## src/rtl/combo_lock_pkg.sv

```systemverilog
// Shared state encodings and 7-segment patterns for the parametrised combination lock.
package combo_lock_pkg;

    typedef enum logic [2:0] {
        StIdle    = 3'd0,
        StAccess  = 3'd1,
        StSetNew  = 3'd2,
        StLockout = 3'd3,
        StConfirm = 3'd4
    } state_e;

    // Segment order is a..g, left to right.
    localparam logic [1:7] SegIdle    = 7'b1111110;
    localparam logic [1:7] SegAccess  = 7'b1100010;
    localparam logic [1:7] SegSetNew  = 7'b1101010;
    localparam logic [1:7] SegLockout = 7'b0001000;
    localparam logic [1:7] SegConfirm = 7'b0110000;

endpackage

```

## src/rtl/edge_pulse.sv

```systemverilog
// Rising-edge detector: one-cycle registered pulse the cycle after a button is first seen high.
module edge_pulse (
    input  logic i_clk,
    input  logic i_rst,
    input  logic i_raw,
    output logic o_pulse
);

    logic r_hist;
    logic r_pulse;

    always_ff @(posedge i_clk or posedge i_rst) begin
        if (i_rst) begin
            r_hist  <= 1'b0;
            r_pulse <= 1'b0;
        end else begin
            r_hist  <= i_raw;
            r_pulse <= i_raw & ~r_hist;
        end
    end

    assign o_pulse = r_pulse;

endmodule

```

## src/rtl/combo_lock_param.sv

```systemverilog
// Parametrised combination lock with timed lockout and optional access timeout.
// Define COMBO_CONFIRM_EN to require re-entry of a new code before it is committed.
module combo_lock_param
    import combo_lock_pkg::*;
#(
    parameter int unsigned       CODE_W         = 4,
    parameter logic [CODE_W-1:0] DEFAULT_CODE   = CODE_W'(4'b0110),
    parameter int unsigned       MAX_ATTEMPTS   = 2,
    parameter int unsigned       LOCKOUT_CYCLES = 50000000,
    parameter int unsigned       ACCESS_TIMEOUT = 0
) (
    input  logic                                CLOCK_50,
    input  logic                                Reset,
    input  logic                                Validate,
    input  logic                                Modify,
    input  logic [CODE_W-1:0]                   code_in,
    output logic                                unlocked,
    output logic                                alert,
    output logic [2:0]                          state_o,
    output logic [$clog2(MAX_ATTEMPTS+1)-1:0]   attempts_o,
    output logic                                validatepulse,
    output logic                                modifypulse,
    output logic [1:7]                          output_display
);

    localparam int unsigned AW   = $clog2(MAX_ATTEMPTS + 1);
    localparam int unsigned TMAX = (LOCKOUT_CYCLES > ACCESS_TIMEOUT) ? LOCKOUT_CYCLES
                                                                     : ACCESS_TIMEOUT;
    localparam int unsigned TW   = $clog2(TMAX + 1);

    localparam logic [TW-1:0] LockLoad   = TW'(LOCKOUT_CYCLES);
    localparam logic [TW-1:0] AccessLoad = TW'(ACCESS_TIMEOUT);
    localparam logic [AW-1:0] AttemptMax = AW'(MAX_ATTEMPTS);

    state_e            r_state, w_state_d;
    logic [CODE_W-1:0] r_code, w_code_d;
    logic [AW-1:0]     r_attempts, w_attempts_d, w_attempts_inc;
    logic [TW-1:0]     r_timer, w_timer_d, w_timer_dec;
    logic              w_vpulse, w_mpulse, w_match, w_wrong;
`ifdef COMBO_CONFIRM_EN
    logic [CODE_W-1:0] r_pending, w_pending_d;
`endif

    edge_pulse u_validate_pulse (
        .i_clk   (CLOCK_50),
        .i_rst   (Reset),
        .i_raw   (Validate),
        .o_pulse (w_vpulse)
    );

    edge_pulse u_modify_pulse (
        .i_clk   (CLOCK_50),
        .i_rst   (Reset),
        .i_raw   (Modify),
        .o_pulse (w_mpulse)
    );

    always_ff @(posedge CLOCK_50 or posedge Reset) begin
        if (Reset) begin
            r_state    <= StIdle;
            r_code     <= DEFAULT_CODE;
            r_attempts <= '0;
            r_timer    <= '0;
`ifdef COMBO_CONFIRM_EN
            r_pending  <= '0;
`endif
        end else begin
            r_state    <= w_state_d;
            r_code     <= w_code_d;
            r_attempts <= w_attempts_d;
            r_timer    <= w_timer_d;
`ifdef COMBO_CONFIRM_EN
            r_pending  <= w_pending_d;
`endif
        end
    end

    always_comb begin
        w_state_d      = r_state;
        w_code_d       = r_code;
        w_attempts_d   = r_attempts;
        w_timer_d      = r_timer;
`ifdef COMBO_CONFIRM_EN
        w_pending_d    = r_pending;
`endif
        w_wrong        = 1'b0;
        w_match        = (code_in == r_code);
        w_attempts_inc = r_attempts + 1'b1;
        w_timer_dec    = (r_timer != '0) ? r_timer - 1'b1 : '0;

        case (r_state)
            StIdle: begin
                // Validate wins over a simultaneous modify press.
                if (w_vpulse) begin
                    if (w_match) begin
                        w_state_d    = StAccess;
                        w_attempts_d = '0;
                        w_timer_d    = AccessLoad;
                    end else begin
                        w_wrong = 1'b1;
                    end
                end else if (w_mpulse) begin
                    if (w_match) begin
                        w_state_d    = StSetNew;
                        w_attempts_d = '0;
                    end else begin
                        w_wrong = 1'b1;
                    end
                end
            end
            StAccess: begin
                if (w_vpulse) begin
                    w_state_d = StIdle;
                end else if (ACCESS_TIMEOUT != 0) begin
                    w_timer_d = w_timer_dec;
                    if (r_timer <= TW'(1)) begin
                        w_state_d = StIdle;
                    end
                end
            end
            StSetNew: begin
                if (w_vpulse || w_mpulse) begin
`ifdef COMBO_CONFIRM_EN
                    w_pending_d = code_in;
                    w_state_d   = StConfirm;
`else
                    w_code_d    = code_in;
                    w_state_d   = StIdle;
`endif
                end
            end
`ifdef COMBO_CONFIRM_EN
            StConfirm: begin
                if (w_vpulse || w_mpulse) begin
                    if (code_in == r_pending) begin
                        w_code_d = r_pending;
                    end
                    w_state_d = StIdle;
                end
            end
`endif
            StLockout: begin
                w_timer_d = w_timer_dec;
                if (r_timer <= TW'(1)) begin
                    w_state_d = StIdle;
                end
            end
            default: begin
                w_state_d = StIdle;
            end
        endcase

        if (w_wrong) begin
            if (w_attempts_inc == AttemptMax) begin
                w_state_d    = StLockout;
                w_attempts_d = '0;
                w_timer_d    = LockLoad;
            end else begin
                w_attempts_d = w_attempts_inc;
            end
        end
    end

    always_comb begin
        output_display = SegIdle;
        case (r_state)
            StIdle:    output_display = SegIdle;
            StAccess:  output_display = SegAccess;
            StSetNew:  output_display = SegSetNew;
            StLockout: output_display = SegLockout;
`ifdef COMBO_CONFIRM_EN
            StConfirm: output_display = SegConfirm;
`endif
            default:   output_display = SegIdle;
        endcase
    end

    assign unlocked      = (r_state == StAccess);
    assign alert         = (r_state == StLockout);
    assign state_o       = r_state;
    assign attempts_o    = r_attempts;
    assign validatepulse = w_vpulse;
    assign modifypulse   = w_mpulse;

endmodule

```

## config.mk

```make
export PLATFORM = sky130hd
export DESIGN_NAME = combo_lock_param
export DESIGN_NICKNAME = d
export VERILOG_FILES = /design/src/rtl/combo_lock_pkg.sv /design/src/rtl/edge_pulse.sv /design/src/rtl/combo_lock_param.sv
export SDC_FILE = /design/constraint.sdc
export NUM_CORES = 1
export LEC_CHECK = 0
export ABC_CLOCK_PERIOD_IN_PS = 2410
export BUFFER_PORTS_ARGS = -buffer_cell sky130_fd_sc_hd__buf_2
export CAP_MARGIN = 20
export CORE_ASPECT_RATIO = 0.6
export CORE_MARGIN = 2
export CORE_UTILIZATION = 25
export CTS_CLUSTER_DIAMETER = 120
export DETAILED_ROUTE_END_ITERATION = 8
export GPL_TIMING_DRIVEN = 0
export MAX_ROUTING_LAYER = met4
export PLACE_DENSITY_LB_ADDON = 0.12
export SLEW_MARGIN = 20
export SYNTH_ARGS = -nofsm -noshare
export SYNTH_HDL_FRONTEND = slang
export SYNTH_HIERARCHICAL = 1
export SYNTH_SLANG_ARGS = --single-unit
```

## constraint.sdc

```tcl
create_clock -name CLOCK_50 -period 2.41 [get_ports CLOCK_50]
set_input_delay 0.241 -clock CLOCK_50 [delete_from_list [all_inputs] [get_ports CLOCK_50]]
set_output_delay 0.241 -clock CLOCK_50 [all_outputs]
set_load 0.05 [all_outputs]
```

==> run summary, run 1 <==
Worst EP arrival: 2.55 ns
Synth Instances: 248
Crit Path Max Fanout: 5
Synth cell types: 54
pwr/cell area: 1130 mW/mm^2
Slowest-stage cell, CP: or4_4
final setup TNS: 0 ns
clk_lat worst skew: 0.29 ns
hpwl dp: 4.89 mm
#FFs+latches synth: 39
P_leak: 1.12 nW
Final nets: 291
H-tree depth: 2
Worst path max stage delay: 0.59 ns
cell chain of the critical path: or4_4, or3_4, or4_4, or3_1, nand3_1
final hold vios: 0
number of synthesized flops with an enable pin: 0
Synth Warn #: 6
post-DR wirelength/cell: 17.0 microns
Ports: 24
Clock Skew: 0.00421 ns
gr ovfl total: 0
Max IR drop VDD: 386 uV
crit path launch type: flip-flop
max-slew violation count: 0
Worst-path clk slew: 0.06 ns
GRT Total Usage: 14.9%
Setup CP Type: flip-flop to flip-flop
CP Buf/Inv Count: 0
Routed WL: 6.67 mm
routability cong.: 0.805
TritonCTS Buffers: 5
antenna-violating nets left: 0
Port-buffer cells: 22
Most Frequent Cell on Critical Path: or4_4
final setup margin: 0.0831 ns
run status: finished clean
Initial Util: 26.3%
most frequent cells in the layout: 35 x dfrtp_1, 25 x nand3_1, 24 x buf_2, 18 x nand2_1, 16 x or3_1
vias: 2005
most common cell after layout, fill and taps aside: dfrtp_1
Primary FF master, synth: dfrtp_1
clk buf depth: 2
worst relative slew slack: 59.4%
post-layout minimum cycle time: 2.33 ns
Syn Std Cell Area: 0.00229 sq mm
Die Span X: 128 microns
die area: 0.00996 sq mm
CTS root buf: clkbuf_16
hold crit path type: input port to flip-flop
row cnt: 26
first-pass GRT wire length: 11.0 mm
RSZ-0062 raised after global routing: no
Setup Viol. Count Final: 0
Req. time, crit path: 2.64 ns
Area Overhead vs Synth: 21.9%
vias in the first global route: 1899
initial DRC count: 186
f_max: 0.430 GHz
antenna cells: 0
Worst Tran Pin Value: 0.610 ns
Crit. End Element: flip-flop
fin crit share: 96.6%
DP Worst Slack: -0.400 ns
layout cells sized above 1: 24.9%
Die H: 78.1 microns
Post-synth ARST share: 100%
DR vias/cell: 5.10
cell family with most CP delay: simple AND/OR/NAND/NOR gates
Syn Area/Cell: 9.23 sq um
Max Cap Violations: 0
initial antenna violation count: 0
CTS tree: done
core area: 0.00869 sq mm
CTS Sinks: 39
share of the yosys chip area belonging to registers: 42.8%
residual DRC count: 0
First-pass DRT Iterations: 4
largest net degree at the start of global routing: 27
[cell usage after synthesis, types with 4 or more instances]
cell	instances	area share (%)
clkbuf_1	10	1.6
or3_1	16	4.4
mux2_2	5	2.5
or4_1	5	1.6
xnor2_1	5	1.9
a211oi_1	4	1.3
buf_4	4	1.3
nor4_1	4	1.1
nand2_1	18	3.0
nor3_1	11	2.4
inv_1	10	1.6
nor2_1	11	1.8
a21oi_1	11	2.4
dfrtp_1	37	40
a31oi_1	9	2.5
o21ai_0	4	0.87
nand3_1	25	5.5
[worst register-to-register path, stage by stage, from the launching register on]
cell and delay, ns:
dfrtp_1 0.44, or4_4 0.59, or3_4 0.36, or4_4 0.48
or3_1 0.31, nand3_1 0.08
[worst paths after layout]
check                                              from                        to  slack, ns  cells past startpoint
worst max-delay path                        r_timer[18]               r_timer[23]       0.08                      5
max in group asynchronous                         Reset                 r_code[1]       1.47                      4
min in group asynchronous                         Reset   u_validate_pulse/r_hist       0.37                      3
worst min register to register  u_validate_pulse/r_hist  u_validate_pulse/o_pulse       0.44                      1
worst min-delay path                             Modify     u_modify_pulse/r_hist       0.07                      1
worst max register to register              r_timer[18]               r_timer[23]       0.08                      5
[state kept, by name (all words and copies together), names as in the netlist]
| register | count |
|---|---|
| u_validate_pulse/o_pulse | 1 |
| r_code | 4 |
| state_o | 3 |
| attempts_o | 2 |
| u_modify_pulse/o_pulse | 1 |
| u_validate_pulse/r_hist | 1 |
| u_modify_pulse/r_hist | 1 |
| r_timer | 26 |
[kinds of logic after synthesis]
group / synth area share (%)
buffers and inverters: 5.41
and+or+nand+nor: 29.0
xor gates and xnor gates: 1.91
other: 0.164
muxes: 3.77
adders and majority gates: 1.64
AOI/OAI and AO/OA: 15.4
DFF: 42.8
[metrics by stage]
stage / instances / area, sq um / hold slack, ns / utilization, % / power (W)
5_1_grt: 393 / 2790 / 0.0729 / 32.1 / 0.00336
4_1_cts: 393 / 2770 / 0.0701 / 31.8 / 0.00312
3_3_place_gp: 383 / 2550 / 0.121 / 29.4 / 0.00240
2_1_floorplan: 249 / 2300 / -0.0178 / - / 0.00202
6_report: 393 / 2790 / 0.0740 / 32.1 / 0.00314
3_5_place_dp: 384 / 2570 / 0.120 / 29.6 / 0.00239
[per-layer routing]
layer  vias up  track usage [%]  wire length (microns)
met5         -                -                      0
met1       958             24.7                   3850
met4         0             4.29                     83
met3         8             3.48                    353
met2        47             16.6                   2390
li1        992                -                      -
[repair_timing]
item,CTS,global route
hold buffers,1,0
endpoints found under the hold margin,13,0
pin swaps,1,1
endpoints found under the setup margin,22,25
cloned,0,0
buffers inserted,0,1
resized for setup,12,9
[report_power, final]
| part | internal (W) | switching, W |
|---|---|---|
| Combinational | 0.000451 | 0.000836 |
| Clock | 0.000381 | 0.000283 |
| Sequential | 0.000890 | 0.000297 |
| Total | 0.00172 | 0.00142 |
[area by class of cell]
cell class,count,area [sq um]
fill,903,5900
multi-input combinational,183,1250
timing repair buffer,25,148
clock buffer,5,125
clock inverter,3,20.0
inverter,11,41.3
tap,112,140
buffer,15,87.6
sequential,39,981
Power figures use the tool's default switching activity.
==> run 2: changes to the inputs <==
Settings changed: CORE_MARGIN 2 to default, PLACE_DENSITY_LB_ADDON 0.12 to default.
==> run summary, run 2 (synthesis gave the netlist of run 1 again) <==
reg2reg setup slack: 0.07 ns (about the same)
Cell Area, Placed: 0.00257 sq mm (unchanged)
initial antenna violation count: 0 (unchanged)
CTS Sinks: 39 (unchanged)
CTS root buf: clkbuf_16
final hold vios: 0 (unchanged)
most frequent cells in the layout: 35 x dfrtp_1, 25 x nand3_1, 22 x buf_2, 18 x nand2_1, 16 x or3_1
power share of the sequential group: 38.1% (+0.3 points)
row cnt: 26 (unchanged)
cell chain of the critical path: nor4_4, nand3_4, o31ai_2, buf_4, o21ai_0, a211o_1
DR vias/cell: 5.35 (+4.8%)
Port-buffer cells: 22 (unchanged)
core area: 0.00869 sq mm (unchanged)
Slowest-stage cell, CP: dfrtp_1
post-DR wirelength/cell: 16.2 microns (-4.8%)
layout cells sized above 1: 23.2% (-1.7 points)
Worst path max stage delay: 0.45 ns (-0.14 ns)
Worst-path clk slew: 0.06 ns (about the same)
Max Cap Violations: 0 (unchanged)
Setup CP Type: flip-flop to flip-flop
residual DRC count: 1 (+1)
post-route cell area: 0.00275 sq mm (-1.6%)
Ports: 24 (unchanged)
Crit Path Max Fanout: 10 (+5)
H-tree depth: 2 (unchanged)
worst relative slew slack: 59.3% (-0.083 points)
vias in the first global route: 1937 (+2.0%)
RSZ-0062 raised after global routing: yes
run status: complete, but fails checks
routability cong.: 0.886 (+10%)
switching share of power: 44.6% (-0.52 points)
final setup TNS: 0 ns (unchanged)
max-slew violation count: 0 (unchanged)
Initial Util: 26.3% (unchanged)
Crit. End Element: flip-flop
hold crit path type: input port to flip-flop
Hold Crit Depth: 1 (unchanged)
pwr/cell area: 1120 mW/mm^2 (about the same)
Final nets: 290 (-0.34%)
final setup margin: 0.0688 ns (-0.0144 ns)
post-layout minimum cycle time: 2.34 ns (+0.0144 ns)
most common cell after layout, fill and taps aside: dfrtp_1
Setup Viol. Count Final: 0 (unchanged)
clk_lat worst skew: 0.28 ns (about the same)
Final Core Density: 31.6% (-0.50 points)
clk buf depth: 2 (unchanged)
Die Span X: 126 microns (-1.6%)
Hold WS: 0.0785 ns (+0.00449 ns)
die area: 0.00955 sq mm (-4.1%)
antenna cells: 0 (unchanged)
crit path launch type: flip-flop
Area Overhead vs Synth: 20.0%
hpwl dp: 4.49 mm (-8.2%)
Comb pwr share: 41.0% (about the same)
number of setup buffers added after CTS: 0 (unchanged)
DP Worst Slack: -0.337 ns (+0.0634 ns)
failing checks: design-rule violations
Die H: 76.1 microns (-2.6%)
R2R depth: 6 (+1)
fin crit share: 97.1% (+0.60 points)
largest net degree at the start of global routing: 25 (-7.4%)
max reg flops: 26 (unchanged)
gr ovfl total: 0 (unchanged)
GRT Total Usage: 14.4% (-0.53 points)
CTS tree: done
P_leak: 1.11 nW (-0.53%)
vias: 2096 (+4.5%)
Sw Pwr: 0.00138 W (-2.8%)
Largest Register: r_timer
initial DRC count: 174 (-6.5%)
Req. time, crit path: 2.58 ns (-0.06 ns)
f_max: 0.427 GHz (-0.61%)
Worst EP arrival: 2.51 ns (-0.04 ns)
Clock Power Share: 20.9% (-0.3 points)
Internal: 0.00171 W (-0.69%)
Clock Skew: 0.00292 ns (-0.00129 ns)
First-pass DRT Iterations: 7 (+3)
TritonCTS Buffers: 5 (unchanged)
first-pass GRT wire length: 10.3 mm (-5.7%)
Worst Tran Pin Value: 0.611 ns (+0.00124 ns)
Routed WL: 6.34 mm (-5.0%)
Max IR drop VDD: 312 uV (-19%)
antenna-violating nets left: 0 (unchanged)
run 2: cell types whose count changed in the layout (fill, tap and decap cells not counted), sizes merged:
cell,delta
buf,-3
clkinvlp,-2
clkbuf,+4
run 2: path summary, 6_finish.rpt:
path | startpoint | endpoint
hold reg to reg | u_modify_pulse/r_hist | u_modify_pulse/o_pulse
max in group asynchronous | Reset | state_o[0]
hold / removal | Validate | u_validate_pulse/r_hist
setup reg to reg | r_timer[9] | r_timer[20]
min in group asynchronous | Reset | u_modify_pulse/o_pulse
setup / recovery | r_timer[9] | r_timer[20]
run 2: cell type report:
class                      count  area, sq um
clock inverter                 1         5.00
multi-input combinational    183         1220
clock buffer                   7          133
sequential                    39          981
inverter                      11         41.3
tap                          112          140
timing repair buffer          24          140
buffer                        15         85.1
fill                         902         5940
run 2: layer usage:
metal  global-route usage (%)  routed length (microns)  vias up
li1                         -                        -      989
met4                     4.76                       74        0
met1                     21.2                     3260     1026
met5                        -                        0        -
met2                     18.4                     2510       73
met3                     3.86                      492        8
run 2: metrics by stage:
step,total power (W),std cells
global route,0.00330,392
detailed placement,0.00238,384
finish,0.00309,392
CTS,0.00306,393
floorplan,0.00202,249
global placement,0.00234,383
run 2: power groups by stage:
stage	combinational, W	sequential (W)	clock [W]
2_1_floorplan	0.000848	0.00118	0
3_3_place_gp	0.00120	0.00114	0
3_5_place_dp	0.00123	0.00115	0
4_1_cts	0.00125	0.00115	0.000662
5_1_grt	0.00139	0.00122	0.000689
6_report	0.00127	0.00118	0.000644
run 2: critical path, delay by kind of cell, from the launching register on:
family / cells / cell delay [ns]
AO/OA/AOI/OAI: 3 / 0.85
AND/OR/NAND/NOR: 2 / 0.66
flip-flops: 1 / 0.45
buffers and inverters: 1 / 0.25
run 2: what timing repair did:
action | in CTS | in global routing
endpoints found under the setup margin | 21 | 17
gates resized for setup | 9 | 4
pin swaps | 0 | 1
endpoints found under the hold margin | 13 | 0
hold buffers | 1 | 0
==> run 3: changes to the inputs <==
Settings changed: SETUP_SLACK_MARGIN from default to 0.15.
==> run summary, run 3 (synthesis gave the netlist of run 1 again) <==
Non-Filler Instances: 400 (+2.0%)
Final Core Density: 32.8% (+1.2 points)
post-layout minimum cycle time: 2.25 ns (-0.0868 ns)
Worst path max stage delay: 0.45 ns (about the same)
Multi-input gate area: 0.00126 sq mm (+2.9%)
Die Span X: 126 microns (unchanged)
f_max: 0.444 GHz (+3.8%)
largest net degree at the start of global routing: 22 (-12%)
CP Buf/Inv Count: 2 (+1)
pwr/cell area: 1120 mW/mm^2 (-0.42%)
cell chain of the critical path: nor4_4, buf_4, nand3_4, o31ai_4, clkbuf_4, o21ai_0, a211o_1
RSZ-0062 raised after global routing: yes
core area: 0.00869 sq mm (unchanged)
Die H: 76.1 microns (unchanged)
Power Total: 0.00319 W (+3.3%)
TritonCTS Buffers: 5 (unchanged)
antenna-violating nets left: 0 (unchanged)
Final nets: 298 (+2.8%)
most common cell after layout, fill and taps aside: dfrtp_1
CTS Sinks: 39 (unchanged)
die area: 0.00955 sq mm (unchanged)
Crit Path Max Fanout: 10 (unchanged)
gr ovfl total: 0 (unchanged)
Comb pwr share: 43.7% (+2.7 points)
CTS root buf: clkbuf_16
Clock Skew: 0.00376 ns (+0.000844 ns)
hpwl dp: 4.47 mm (-0.46%)
Ports: 24 (unchanged)
routability cong.: 0.907 (+2.4%)
cell family with most CP delay: compound AO/OA/AOI/OAI gates
run status: complete, but fails checks
post-DR wirelength/cell: 16.0 microns (-0.89%)
Port-buffer cells: 22 (unchanged)
Worst Tran Pin Value: 0.625 ns (+0.0138 ns)
row cnt: 26 (unchanged)
Worst-path clk slew: 0.06 ns (about the same)
worst relative slew slack: 58.3% (-0.92 points)
Area Overhead vs Synth: 24.5%
post-route cell area: 0.00285 sq mm (+3.7%)
Worst EP arrival: 2.42 ns (-0.09 ns)
Setup CP Type: flip-flop to flip-flop
most frequent cells in the layout: 35 x dfrtp_1, 24 x nand3_1, 24 x buf_2, 18 x nand2_1, 16 x or3_1
Max IR drop VDD: 308 uV (-1.3%)
antenna cells: 0 (unchanged)
P_leak: 1.17 nW (+5.0%)
First-pass DRT Iterations: 7 (unchanged)
Largest Register: r_timer
FILL cells: 875 (-3.0%)
final hold vios: 0 (unchanged)
Clock Power Share: 19.9% (-1.0 points)
Routed WL: 6.41 mm (+1.1%)
Cell Area, Placed: 0.00258 sq mm (+0.44%)
Hold Crit Depth: 1 (unchanged)
Sw Pwr: 0.00141 W (+2.3%)
switching share of power: 44.2% (-0.43 points)
GRT Max-Usage Layer: met1
met2 Track Usage GR: 18.8% (+0.33 points)
GRT met3 Usage: 3.16% (-0.70 points)
vias in the first global route: 1996 (+3.0%)
DR vias/cell: 5.29 (-1.1%)
layout cells sized above 1: 27.1% (+3.9 points)
Req. time, crit path: 2.57 ns (about the same)
R2R depth: 7 (+1)
clk buf depth: 2 (unchanged)
crit path launch type: flip-flop
initial DRC count: 228 (+31%)
fin crit share: 93.5% (-3.6 points)
Internal: 0.00178 W (+4.1%)
final setup margin: 0.156 ns (+0.0868 ns)
Crit. End Element: flip-flop
Setup Viol. Count Final: 0 (unchanged)
Max Cap Violations: 0 (unchanged)
GRT Total Usage: 14.4% (about the same)
first-pass GRT wire length: 10.6 mm (+2.2%)
max-slew violation count: 0 (unchanged)
critical path depth in cells: 7 (+1)
H-tree depth: 2 (unchanged)
Reg area: 981 sq um (unchanged)
dpl cells: 384 (unchanged)
power share of the sequential group: 36.4% (-1.7 points)
Initial Util: 26.3% (unchanged)
hold crit path type: input port to flip-flop
initial antenna violation count: 0 (unchanged)
CTS tree: done
DP Worst Slack: -0.355 ns (-0.0184 ns)
clk_lat worst skew: 0.28 ns (about the same)
met1 global-route usage: 21.8% (+0.61 points)
Slowest-stage cell, CP: dfrtp_1
max reg flops: 26 (unchanged)
vias: 2116 (+0.95%)
failing checks: design-rule violations
residual DRC count: 1 (unchanged)
## run 3: changes by cell type in the layout (fill, tap and decap cells not counted), sizes merged
cell	change
buf	+9
clkbuf	-1
## run 3: path summary, 6_finish.rpt
check	end	startpoint	slack (ns)
worst max register to register	r_timer[20]	r_timer[12]	0.16
worst max-delay path	r_timer[20]	r_timer[12]	0.16
worst min register to register	u_validate_pulse/o_pulse	u_validate_pulse/r_hist	0.44
min in group asynchronous	u_validate_pulse/r_hist	Reset	0.39
worst min-delay path	u_validate_pulse/r_hist	Validate	0.08
max in group asynchronous	r_timer[11]	Reset	1.45
## run 3: layer usage
metal	wire length, microns	vias to the layer above	part of all wire, %
li1	-	999	-
met1	3250	1032	51
met2	2630	81	41
met3	483	4	7.5
met4	42	0	0.66
met5	0	-	0
## run 3: cell type report
class / count / share of cell area (%)
timing repair buffer: 31 / 7.03
clock inverter: 1 / 0.176
buffer: 16 / 3.25
tap: 112 / 4.92
inverter: 11 / 1.45
clock buffer: 7 / 4.66
multi-input combinational: 183 / 44.1
sequential: 39 / 34.4
## run 3: per-stage QoR
stage	TNS, ns	hold slack (ns)
after floorplan	0	-0.0178
after global placement	-1.81	0.110
after detailed placement	-1.78	0.122
after CTS	0	0.0849
after global routing	0	0.0838
final	0	0.0842
## run 3: repair_timing
action / in CTS / in global routing
setup buffers: 6 / 1
hold buffers: 1 / 0
pin swaps: 2 / 3
hold endpoints to repair: 16 / 0
gates resized for setup: 12 / 12
setup endpoints to repair: 22 / 19
## run 3: power by group through the flow
stage                     clock (W)  combinational, W  sequential [W]
after floorplan                   0          0.000850         0.00118
after global placement            0           0.00121         0.00114
after detailed placement          0           0.00123         0.00115
after CTS                  0.000648           0.00134         0.00114
after global routing       0.000682           0.00151         0.00120
final                      0.000636           0.00139         0.00116
